**src/rtl/fp32_pkg.sv**
```systemverilog
// Shared fp32 types and constants for the sequential log2 unit and its
// fixed-point normalizer.
package fp32_pkg;

    typedef struct packed {
        logic        sign;
        logic [7:0]  exp;
        logic [22:0] mant;
    } fp32_t;

    localparam logic [31:0] FP32_QNAN    = 32'h7FC00000;
    localparam logic [31:0] FP32_POS_INF = 32'h7F800000;
    localparam logic [31:0] FP32_NEG_INF = 32'hFF800000;
    localparam int          FP32_BIAS    = 127;

    typedef enum logic [1:0] {IDLE, ITERATE, NORMALIZE} log_state_t;

    // Operand classes whose log2 result is forced rather than computed.
    typedef enum logic [1:0] {SPC_NONE, SPC_NEG_INF, SPC_NAN, SPC_POS_INF} log_spc_t;

    function automatic log_spc_t log2_classify(input fp32_t a);
        log_spc_t c;
        if (a.exp == 8'd0)                        c = SPC_NEG_INF;  // zeros and flushed subnormals
        else if (a.exp == 8'hFF && a.mant != '0)  c = SPC_NAN;
        else if (a.sign)                          c = SPC_NAN;      // includes -inf
        else if (a.exp == 8'hFF)                  c = SPC_POS_INF;
        else                                      c = SPC_NONE;
        return c;
    endfunction

endpackage

```
**src/rtl/fixed_to_fp32.sv**
```systemverilog
// Combinational signed fixed-point (IW integer bits, FW fraction bits) to fp32
// converter; truncates toward zero, zero maps to +0.
module fixed_to_fp32
    import fp32_pkg::*;
#(
    parameter int FW = 24,
    parameter int IW = 9
) (
    input  logic [IW+FW-1:0] fixed_i,
    output logic [31:0]      fp_o
);
    localparam int W  = IW + FW;
    localparam int PW = $clog2(W);

    logic          neg;
    logic [W-1:0]  mag;
    logic [PW-1:0] lead;
    logic [W+22:0] ext;
    logic [22:0]   mant;
    logic [7:0]    exp_w;
    logic          unused_ext;

    always_comb begin
        neg  = fixed_i[W-1];
        mag  = neg ? (~fixed_i + {{(W-1){1'b0}}, 1'b1}) : fixed_i;
        lead = '0;
        for (int i = 0; i < W; i++)
            if (mag[i]) lead = PW'(i);
        // Leading one lands at the top bit; the 23 bits below it are the mantissa.
        ext   = {mag, 23'b0} << (PW'(W - 1) - lead);
        mant  = ext[W+21 -: 23];
        exp_w = 8'(FP32_BIAS - FW + int'(lead));
        fp_o  = (mag == '0) ? 32'h0 : {neg, exp_w, mant};
    end

    assign unused_ext = ^ext[W-2:0];

endmodule

```
**src/rtl/fp_log2_iter.sv**
```systemverilog
// Sequential fp32 log2: one fractional bit per cycle by repeated mantissa
// squaring, then a single normalize cycle back to fp32.
module fp_log2_iter
    import fp32_pkg::*;
#(
    parameter int ITER   = 24,
    parameter int MANT_W = 24
) (
    input  logic        clk,
    input  logic        rst,
    input  logic        start,
    input  logic [31:0] inputA,
    output logic        busy,
    output logic        done,
    output logic [31:0] out
);
    localparam int CW = $clog2(ITER + 1);

    log_state_t          state_q, state_d;
    log_spc_t            spc_q, spc_d;
    logic [CW-1:0]       cnt_q, cnt_d;
    logic [MANT_W-1:0]   y_q, y_d;
    logic [ITER-1:0]     frac_q, frac_d;
    logic signed [8:0]   e_q, e_d;
    logic                busy_q, busy_d;
    logic                done_q, done_d;
    logic [31:0]         out_q, out_d;

    fp32_t               a;
    logic [MANT_W+23:0]  y_init;
    logic [2*MANT_W-1:0] prod;
    logic [31:0]         norm_fp;
    logic                unused_prod;

    assign a      = fp32_t'(inputA);
    assign y_init = {1'b1, a.mant, {MANT_W{1'b0}}};
    assign prod   = {{MANT_W{1'b0}}, y_q} * {{MANT_W{1'b0}}, y_q};
    assign unused_prod = ^prod[MANT_W-2:0];

    // e <<< ITER plus a non-negative frac is just the concatenation.
    fixed_to_fp32 #(.FW(ITER), .IW(9)) u_norm (
        .fixed_i ({e_q, frac_q}),
        .fp_o    (norm_fp)
    );

    always_ff @(posedge clk or posedge rst) begin
        if (rst) begin
            state_q <= IDLE;
            spc_q   <= SPC_NONE;
            cnt_q   <= '0;
            y_q     <= '0;
            frac_q  <= '0;
            e_q     <= '0;
            busy_q  <= 1'b0;
            done_q  <= 1'b0;
            out_q   <= 32'h0;
        end else begin
            state_q <= state_d;
            spc_q   <= spc_d;
            cnt_q   <= cnt_d;
            y_q     <= y_d;
            frac_q  <= frac_d;
            e_q     <= e_d;
            busy_q  <= busy_d;
            done_q  <= done_d;
            out_q   <= out_d;
        end
    end

    always_comb begin
        state_d = state_q;
        spc_d   = spc_q;
        cnt_d   = cnt_q;
        y_d     = y_q;
        frac_d  = frac_q;
        e_d     = e_q;
        busy_d  = busy_q;
        done_d  = 1'b0;
        out_d   = out_q;
        case (state_q)
            IDLE: begin
                // busy stays up through the done cycle, so start is refused there.
                if (done_q) begin
                    busy_d = 1'b0;
                end else if (start && !busy_q) begin
                    spc_d   = log2_classify(a);
                    e_d     = 9'(a.exp) - 9'(FP32_BIAS);
                    y_d     = y_init[MANT_W+23 -: MANT_W];
                    frac_d  = '0;
                    cnt_d   = CW'(ITER);
                    busy_d  = 1'b1;
                    state_d = ITERATE;
                end
            end
            ITERATE: begin
                frac_d = {frac_q[ITER-2:0], prod[2*MANT_W-1]};
                y_d    = prod[2*MANT_W-1] ? prod[2*MANT_W-1 -: MANT_W]
                                          : prod[2*MANT_W-2 -: MANT_W];
                cnt_d  = cnt_q - CW'(1);
                if (cnt_q == CW'(1)) state_d = NORMALIZE;
            end
            NORMALIZE: begin
                case (spc_q)
                    SPC_NEG_INF: out_d = FP32_NEG_INF;
                    SPC_NAN:     out_d = FP32_QNAN;
                    SPC_POS_INF: out_d = FP32_POS_INF;
                    default:     out_d = norm_fp;
                endcase
                done_d  = 1'b1;
                state_d = IDLE;
            end
            default: state_d = IDLE;
        endcase
    end

    assign busy = busy_q;
    assign done = done_q;
    assign out  = out_q;

endmodule

```
**config.mk**
```make
export PLATFORM = sky130hd
export DESIGN_NAME = fp_log2_iter
export DESIGN_NICKNAME = d
export VERILOG_FILES = /design/src/rtl/fp32_pkg.sv /design/src/rtl/fixed_to_fp32.sv /design/src/rtl/fp_log2_iter.sv
export SDC_FILE = /design/constraint.sdc
export NUM_CORES = 1
export LEC_CHECK = 0
export ABC_AREA = 1
export CORE_MARGIN = 2
export CORE_UTILIZATION = 35
export CTS_CLUSTER_DIAMETER = 50
export DETAILED_ROUTE_END_ITERATION = 7
export SLEW_MARGIN = 20
export SYNTH_ARGS = -nofsm -noshare
export SYNTH_HDL_FRONTEND = slang
export SYNTH_HIERARCHICAL = 1
export SYNTH_SLANG_ARGS = --single-unit
```
**constraint.sdc**
```tcl
create_clock -name clk -period 12.8 [get_ports clk]
set_input_delay 2.56 -clock clk [delete_from_list [all_inputs] [get_ports clk]]
set_output_delay 2.56 -clock clk [all_outputs]
set_load 0.01 [all_outputs]
```
# Word level (Yosys, flattened, before mapping)
# Cells that the tools add are included.
[classes] n_bitwise=2 n_reduce_logical=13 div_mod_pow=0 mul=1 add_sub_neg=5 magnitude_cmp=0 eq_ne=10 n_shift=1 n_mux=56
[ops] operator="24-bit two-way mux" n=5
[ops] operator="24-bit case mux with 2 select lines" n=2
[ops] operator="32-bit case mux with 3 select lines" n=1
[ops] operator="5-bit two-way mux" n=18
[ops] operator="56-bit by 6-bit << shifter with 55-bit output" n=1
[ops] operator="24-bit by 24-bit multiplier with 48-bit output" n=1
[ops] operator="33-bit by 1-bit adder with 33-bit output (second input constant)" n=1
[ops] operator="33-bit logical NOT" n=1
[ops] operator="33-bit two-way mux" n=1
[ops] operator="33-bit NOT" n=1
[ops] operator="32-bit two-way mux" n=1
[ops] operator="4-bit two-way mux" n=8
[ops] operator="23-bit nonzero test" n=1
[ops] operator="2-bit two-way mux" n=9
[ops] operator="3-bit two-way mux" n=4
[ops] operator="5-bit case mux with 2 select lines" n=1
[ops] operator="3-bit AND reduction" n=3
[ops] operator="8-bit by 7-bit subtractor with 9-bit output (second input constant)" n=1
[ops] operator="7-bit by 6-bit adder with 8-bit output (first input constant)" n=1
[ops] operator="8-bit == test (second input constant)" n=1
[ops] operator="8-bit logical NOT" n=1
[ops] operator="2-bit == test (second input constant)" n=3
[ops] operator="6-bit two-way mux" n=1
[ops] operator="2-bit != test (second input constant)" n=3
[ops] operator="other kinds (12)" n=18
[word_totals] output_inout_bits=34 latch_bits=0 n_memories=0 ff_bits=100 inputBits=35 romBits=0 ramBits=0

# Depth between registers and ports, before layout
[depth] depth_word=39 depth_mapped=46 ltp_nobuf=46

# Cells and area by module
# The synthesis kept the hierarchy.
[by_module_without_submodules] module="fp_log2_iter" n_inst=1 area_per_inst_um2=22191.3 cells_per_inst=2870 seq_area_each_um2=2502.4
[by_module_without_submodules] module="fixed_to_fp32" n_inst=1 area_per_inst_um2=3273.1 cells_per_inst=675 seq_area_each_um2=0.0

# Least setup slack after synthesis
# Ideal clock, no wire load.
[synth_timing] kind="register to register" start="reg y_q[14]" end="reg y_q[21]" synth_period_minus_slack_ns=6.287 required_ns=12.687 setup_ns=0.113 arrival_time_ns=6.174 slack_ns=6.513 path_stages_with_launch=32 cell_sequence="dfrtp_1 > clkbuf_1 > nand2_1 > fa_1 > inv_1 > fa_1 > inv_1 > fa_1 > inv_1 > fa_1 > inv_1 > fa_1 > inv_1 > fa_1 > inv_1 > fa_1 > inv_1 > ha_1 > nand2_1 > nor2_1 > inv_1 > nor2_4 > nand2_2 > nor2_4 > nand2_2 > nand4_1 > nand2_4 > buf_6 > nand3_1 > nand3_1 > nand2_1 > inv_1"
[synth_via] elab_chain_len=3
[synth_rtl] element="start: declaration" line="fp_log2_iter.sv:22" rtl="logic [MANT_W-1:0] y_q, y_d;"
[synth_rtl] element="start signal: assignment" line="fp_log2_iter.sv:61" rtl="y_q <= y_d;"
[synth_rtl] element="24-bit by 24-bit multiplier with 48-bit output" line="fp_log2_iter.sv:37" rtl="assign prod = {{MANT_W{1'b0}}, y_q} * {{MANT_W{1'b0}}, y_q};"
[synth_rtl] element="24-bit two-way mux" line="fp_log2_iter.sv:97" rtl="y_d = prod[2*MANT_W-1] ? prod[2*MANT_W-1 -: MANT_W]"
[synth_rtl] element="24-bit case mux with 2 select lines" line="fp_log2_iter.sv:80" rtl="case (state_q)"
# Every way passes these cells.
# A chain may end at the register's enable or synchronous reset.

# Worst setup path in the final report
[layout_timing] start="reg frac_q[0]" end="reg out_q[9] (netlist: out[9])"
[layout_via] elab_chain_len=39
[layout_rtl] element="start: declaration" line="fp_log2_iter.sv:23" rtl="logic [ITER-1:0] frac_q, frac_d;"
[layout_rtl] element="start signal: assignment" line="fp_log2_iter.sv:62" rtl="frac_q <= frac_d;"
[layout_rtl] element="33-bit NOT" line="fixed_to_fp32.sv:25" rtl="mag = neg ? (~fixed_i + {{(W-1){1'b0}}, 1'b1}) : fixed_i;"
[layout_rtl] element="33-bit by 1-bit adder with 33-bit output" line="fixed_to_fp32.sv:25"
[layout_rtl] element="33-bit two-way mux *" line="fixed_to_fp32.sv:25"
[layout_rtl] element="1-bit two-way mux" line="fixed_to_fp32.sv:28" rtl="if (mag[i]) lead = PW'(i);"
[layout_rtl] element="2-bit two-way mux (2 in a row)" line="fixed_to_fp32.sv:28"
[layout_rtl] element="3-bit two-way mux (4 in a row)" line="fixed_to_fp32.sv:28"
[layout_rtl] element="4-bit two-way mux (8 in a row)" line="fixed_to_fp32.sv:28"
[layout_rtl] element="5-bit two-way mux (16 in a row)" line="fixed_to_fp32.sv:28"
[layout_rtl] element="6-bit two-way mux" line="fixed_to_fp32.sv:28"
[layout_rtl] element="6-bit subtractor" line="fixed_to_fp32.sv:30" rtl="ext = {mag, 23'b0} << (PW'(W - 1) - lead);"
[layout_rtl] element="56-bit by 6-bit << shifter with 55-bit output" line="fixed_to_fp32.sv:30"
[layout_rtl] element="32-bit two-way mux *" line="fixed_to_fp32.sv:33" rtl="fp_o = (mag == '0) ? 32'h0 : {neg, exp_w, mant};"
[layout_rtl] element="via norm_fp[9]" line="fp_log2_iter.sv:32" rtl="logic [31:0] norm_fp;"
[layout_rtl] element="32-bit case mux with 3 select lines *" line="fp_log2_iter.sv:103" rtl="case (spc_q)"
[layout_rtl] element="end signal: assignment" line="fp_log2_iter.sv:66" rtl="out_q <= out_d;"
[layout_rtl] element="end: declaration" line="fp_log2_iter.sv:27" rtl="logic [31:0] out_q, out_d;"
# Mark *: on every way through the listed nets, which the timed path passes. The rest lies on a longest branch.

==> results by stage <==
CTS:
- In this run the number of H-tree levels came out at 3.
- The post-CTS setup buffer count is 0.
- For this design, the sink count on the clock tree is 100.
- The number of hold buffers added after CTS is 0.
- The register clock-pin slew on the reported worst setup and hold paths is about 0.08 ns.
- The clock passes through at most 2 buffers.
- Counting the buffers created by CTS gives 9.
- The tree is rooted in a sky130_fd_sc_hd__clkbuf_16.
- The clock latency on the worst-skew pair is about 0.37 ns.
- TritonCTS built the clock tree.
- The count of cells resized by post-cts repair is 0.

Critical path:
- The most critical setup path has its startpoint at frac_q[0].
- The worst register-to-register path has a setup slack of about 5.4 ns.
- The worst flop-to-flop path endpoint is out[9].
- Along the worst path, the maximum fanout reaches 32.
- STA classifies the critical path startpoint as a register.
- The worst setup path is captured at a register.
- At the worst endpoint, the required time is approximately 13 ns.
- The class of the most critical setup path is reg2reg.
- In this run the critical register-to-register path is launched from frac_q[0].
- Data arrives at the worst endpoint at 7.63 ns.
- The number of cells on the worst reg-to-reg path is 24.

Floorplan:
- In this run the core area contains approximately 100 standard-cell rows.
- The die extent in y is roughly 270 um.
- The floorplan step defined a die boundary enclosing 74900 sq um.
- In this run the horizontal extent of the chip is about 270 um.
- Pin placement for this block handled 69 I/O pins.
- The core region is 71700 sq um.
- The starting utilization of the core area is between 30% and 40%.

Global routing:
- The largest net degree at the start of global routing is 70.
- In the global route stage, met3 resource usage came out at approximately 2.3%.
- met2 is the most crowded layer.
- The via count of the first global-routing pass was 21600.
- The global routing usage on met2 is a little under a third.
- Across every metal layer, demand over resource in global routing totals 19.7%.
- The met1 layer usage reported by global route is 29.0%.
- Global routing finished with a remaining overflow of 0.
- The first global-routing pass estimated approximately 120 mm of wire.
- The number of antenna violations at the first check in global routing came to 0.

STA:
- The final max-slew violation count is 0.
- Setup repair after global routing left no endpoint under its margin.
- The worst hold slack is about 0.49 ns.
- The actual slew at the worst max-slew pin is between 1 and 1.5 ns.
- Setup violations remaining at the end of the flow were counted as 0.
- The post-route setup TNS is 0 ns.
- The clock arrives with approximately 0.016 ns of skew.
- In this run the tightest slew margin relative to its limit is between 20% and 30%.
- Derived from the worst setup path, the maximum achievable clock frequency is 136 MHz.
- The total count of hold-check failures in the final report is 0.
- The minimum clock period is roughly 7.4 ns.
- The final period utilization is between 50% and 60%.

Drt:
- In the final routed layout, each cell accounts on average for ~16 um.
- The first TritonRoute pass finished after 8 iterations.
- For this block, the routed nets add up to 70.9 mm of wire.
- The total via count after detailed routing is 21300.
- The starting DRC count in detailed routing is ~2000.
- The detailed-route vias per instance is 4.74.
- After detailed routing, the number of remaining DRC violations is 0.
- Once detail routing completed, the nets flagged for antenna violations numbered 0.

Synthesis:
- In this run the cell area of the synthesized design comes to between 20000 and 30000 sq um.
- For this run, the number of Yosys warnings is 6.
- Synthesis produced a netlist whose cell count is between 3000 and 4000.
- The fraction of registers with async set or reset after synthesis is 100%.
- The most frequently used flop master after synthesis is sky130_fd_sc_hd__dfrtp_1.
- The number of enable-type register cells in the synthesized netlist is 0.
- The average cell area after synthesis is ~7.2 sq um.
- The net count after synthesis is ~4200.
- Sequential cells were found to cover 9.83% of the synthesized design area.
- In this run, synthesis produced a sequential element count of 100.
- The distinct cell type count after synthesis is a little under 60.

Final layout:
- The number of standard cells in the layout, taps in and fillers out is between 4000 and 5000.
- For this run, the post-layout net count is 4183.
- The layout overhead on the synthesized area is 7.62%.
- The repair_antennas step left the layout with diodes totalling 0.
- The fraction of layout cells with a size suffix above 1 is 3.83%.

Worst hold path:
- The worst hold path stage count is 2.
- The worst hold path begins at e_q[6].
- The class of the tightest hold or removal check is reg2reg.
- The worst hold path terminates at e_q[6].

Placed design:
- Input and output buffers added on the ports amount to between 60 and 70.
- Routability-driven placement finished with a final weighted congestion of 0.967.
- The total placed cells including tap cells is between 4000 and 5000.
- After legalization and detailed placement, the total HPWL measured between 50 and 60 mm.

Flow run:
- The number of max-cap violations is 0.

Run status:
- The flow ran to the end, and the final reports show no timing, DRC or antenna violations.
-- metrics by stage --
stage	area (sq um)	worst slack, ns	utilization (%)
global route	27400	4.66	38.2
global placement	27000	5.63	37.7
CTS	27400	5.55	38.2
finish	27400	5.43	38.2
floorplan	25500	6.51	-
detailed placement	27000	5.60	37.7
-- state kept, by name, summed over array words and instances (netlist names) --
signal,cells
busy,1
cnt_q,5
done,1
e_q,9
frac_q,24
out,32
spc_q,2
state_q,2
y_q,24
-- worst max path at each step --
stage | to | slack [ns] | depth (start not counted)
floorplan | y_q[21] | 6.51 | 31
global placement | y_q[13] | 5.63 | 29
detailed placement | y_q[13] | 5.60 | 29
CTS | y_q[13] | 5.55 | 31
global route | out[22] | 4.66 | 25
finish | out[9] | 5.43 | 24
-- final cells by class --
type	count	area [sq um]
fill	7616	44300
multi-input combinational	2289	18500
inverter	1045	3930
sequential	100	2500
tap	950	1190
timing repair buffer	100	933
clock buffer	10	229
clock inverter	5	108
-- synth_stat cells (3+ instances only) --
cell                          n  area share, %
sky130_fd_sc_hd__fa_1       422             33
sky130_fd_sc_hd__o22a_1       8           0.28
sky130_fd_sc_hd__nor3_1      15           0.29
sky130_fd_sc_hd__nand4_1     15           0.37
sky130_fd_sc_hd__buf_1        6          0.088
sky130_fd_sc_hd__buf_4        5           0.15
sky130_fd_sc_hd__nand3b_1    10           0.29
sky130_fd_sc_hd__buf_2       20           0.39
sky130_fd_sc_hd__nor2_1     145            2.1
sky130_fd_sc_hd__a21oi_1     44           0.86
sky130_fd_sc_hd__o21bai_1     5           0.15
sky130_fd_sc_hd__nor4_1      10           0.25
sky130_fd_sc_hd__o22ai_1     23           0.57
sky130_fd_sc_hd__ha_1       181            8.9
sky130_fd_sc_hd__nand2_2     20           0.49
sky130_fd_sc_hd__buf_6        7           0.31
sky130_fd_sc_hd__a22o_1      22           0.76
sky130_fd_sc_hd__nor2_4       7           0.31
sky130_fd_sc_hd__nor2_2      10           0.25
sky130_fd_sc_hd__inv_1     1031             15
sky130_fd_sc_hd__clkbuf_1    71            1.0
sky130_fd_sc_hd__o31ai_1      3          0.088
sky130_fd_sc_hd__a31oi_1      3          0.074
sky130_fd_sc_hd__o211ai_1     4           0.12
sky130_fd_sc_hd__o21ai_2      6           0.21
sky130_fd_sc_hd__nand2_1    908             13
sky130_fd_sc_hd__inv_2       11           0.16
sky130_fd_sc_hd__nand3_2      6           0.24
sky130_fd_sc_hd__dfrtp_1    100            9.8
sky130_fd_sc_hd__xnor2_1     12           0.41
sky130_fd_sc_hd__o21ai_0     58            1.1
sky130_fd_sc_hd__or2_2       12           0.29
sky130_fd_sc_hd__nand3_1    285            5.6
sky130_fd_sc_hd__xor2_1      28           0.96
-- critical path, stage by stage, from the launching register on --
cell and delay, ns:
sky130_fd_sc_hd__dfrtp_1 0.41, sky130_fd_sc_hd__clkinv_1 0.21, sky130_fd_sc_hd__ha_1 0.25, sky130_fd_sc_hd__nand4_1 0.22
sky130_fd_sc_hd__nor3_2 0.25, sky130_fd_sc_hd__nand4_1 0.21, sky130_fd_sc_hd__inv_1 0.12, sky130_fd_sc_hd__nand2_1 0.12
sky130_fd_sc_hd__nor4_2 0.23, sky130_fd_sc_hd__nand3_1 0.15, sky130_fd_sc_hd__nor3_1 0.23, sky130_fd_sc_hd__inv_1 0.13
sky130_fd_sc_hd__nor2_1 0.10, sky130_fd_sc_hd__inv_1 0.14, sky130_fd_sc_hd__nand2_1 0.83, sky130_fd_sc_hd__a21boi_0 0.74
sky130_fd_sc_hd__ha_1 0.94, sky130_fd_sc_hd__inv_1 0.80, sky130_fd_sc_hd__nand3_1 0.38, sky130_fd_sc_hd__nand3_1 0.22
sky130_fd_sc_hd__nand3_1 0.16, sky130_fd_sc_hd__nand3_1 0.10, sky130_fd_sc_hd__nand2_1 0.07, sky130_fd_sc_hd__inv_1 0.04
sky130_fd_sc_hd__a22o_1 0.19
-- layout by cell type, fill, tap and decap left out, drive strengths merged, types with 3 or more instances in the layout --
cell type / count
fa: 422
o21ai: 66
o211ai: 4
nor2: 162
nand4: 17
inv: 1046
bufinv: 3
clkdlybuf4s50: 68
o22ai: 24
xor2: 30
a31oi: 3
o22a: 8
o21bai: 5
xnor2: 12
nand2: 930
nand3b: 10
nor3: 18
clkbuf: 10
dfrtp: 100
a22o: 22
or2: 13
ha: 181
nor4: 11
buf: 32
o31ai: 4
a21oi: 45
nand3: 291
-- cell families after synthesis --
logic type / Yosys count / synth area share [%]
fa+ha+maj: 603 / 42.1
xor+xnor: 42 / 1.50
simple gates: 1456 / 24.4
buf+inv: 1156 / 17.5
flops: 100 / 9.83
compound gates: 188 / 4.66
-- metal layers --
metal	routed length [um]	part of all wire [%]
met1	32800	46
met2	31200	44
met3	5000	7.1
met5	0	0
met4	1900	2.7
Power is not shown: default switching activity piles up to over one toggle a cycle in this logic, so the estimate is an artifact.
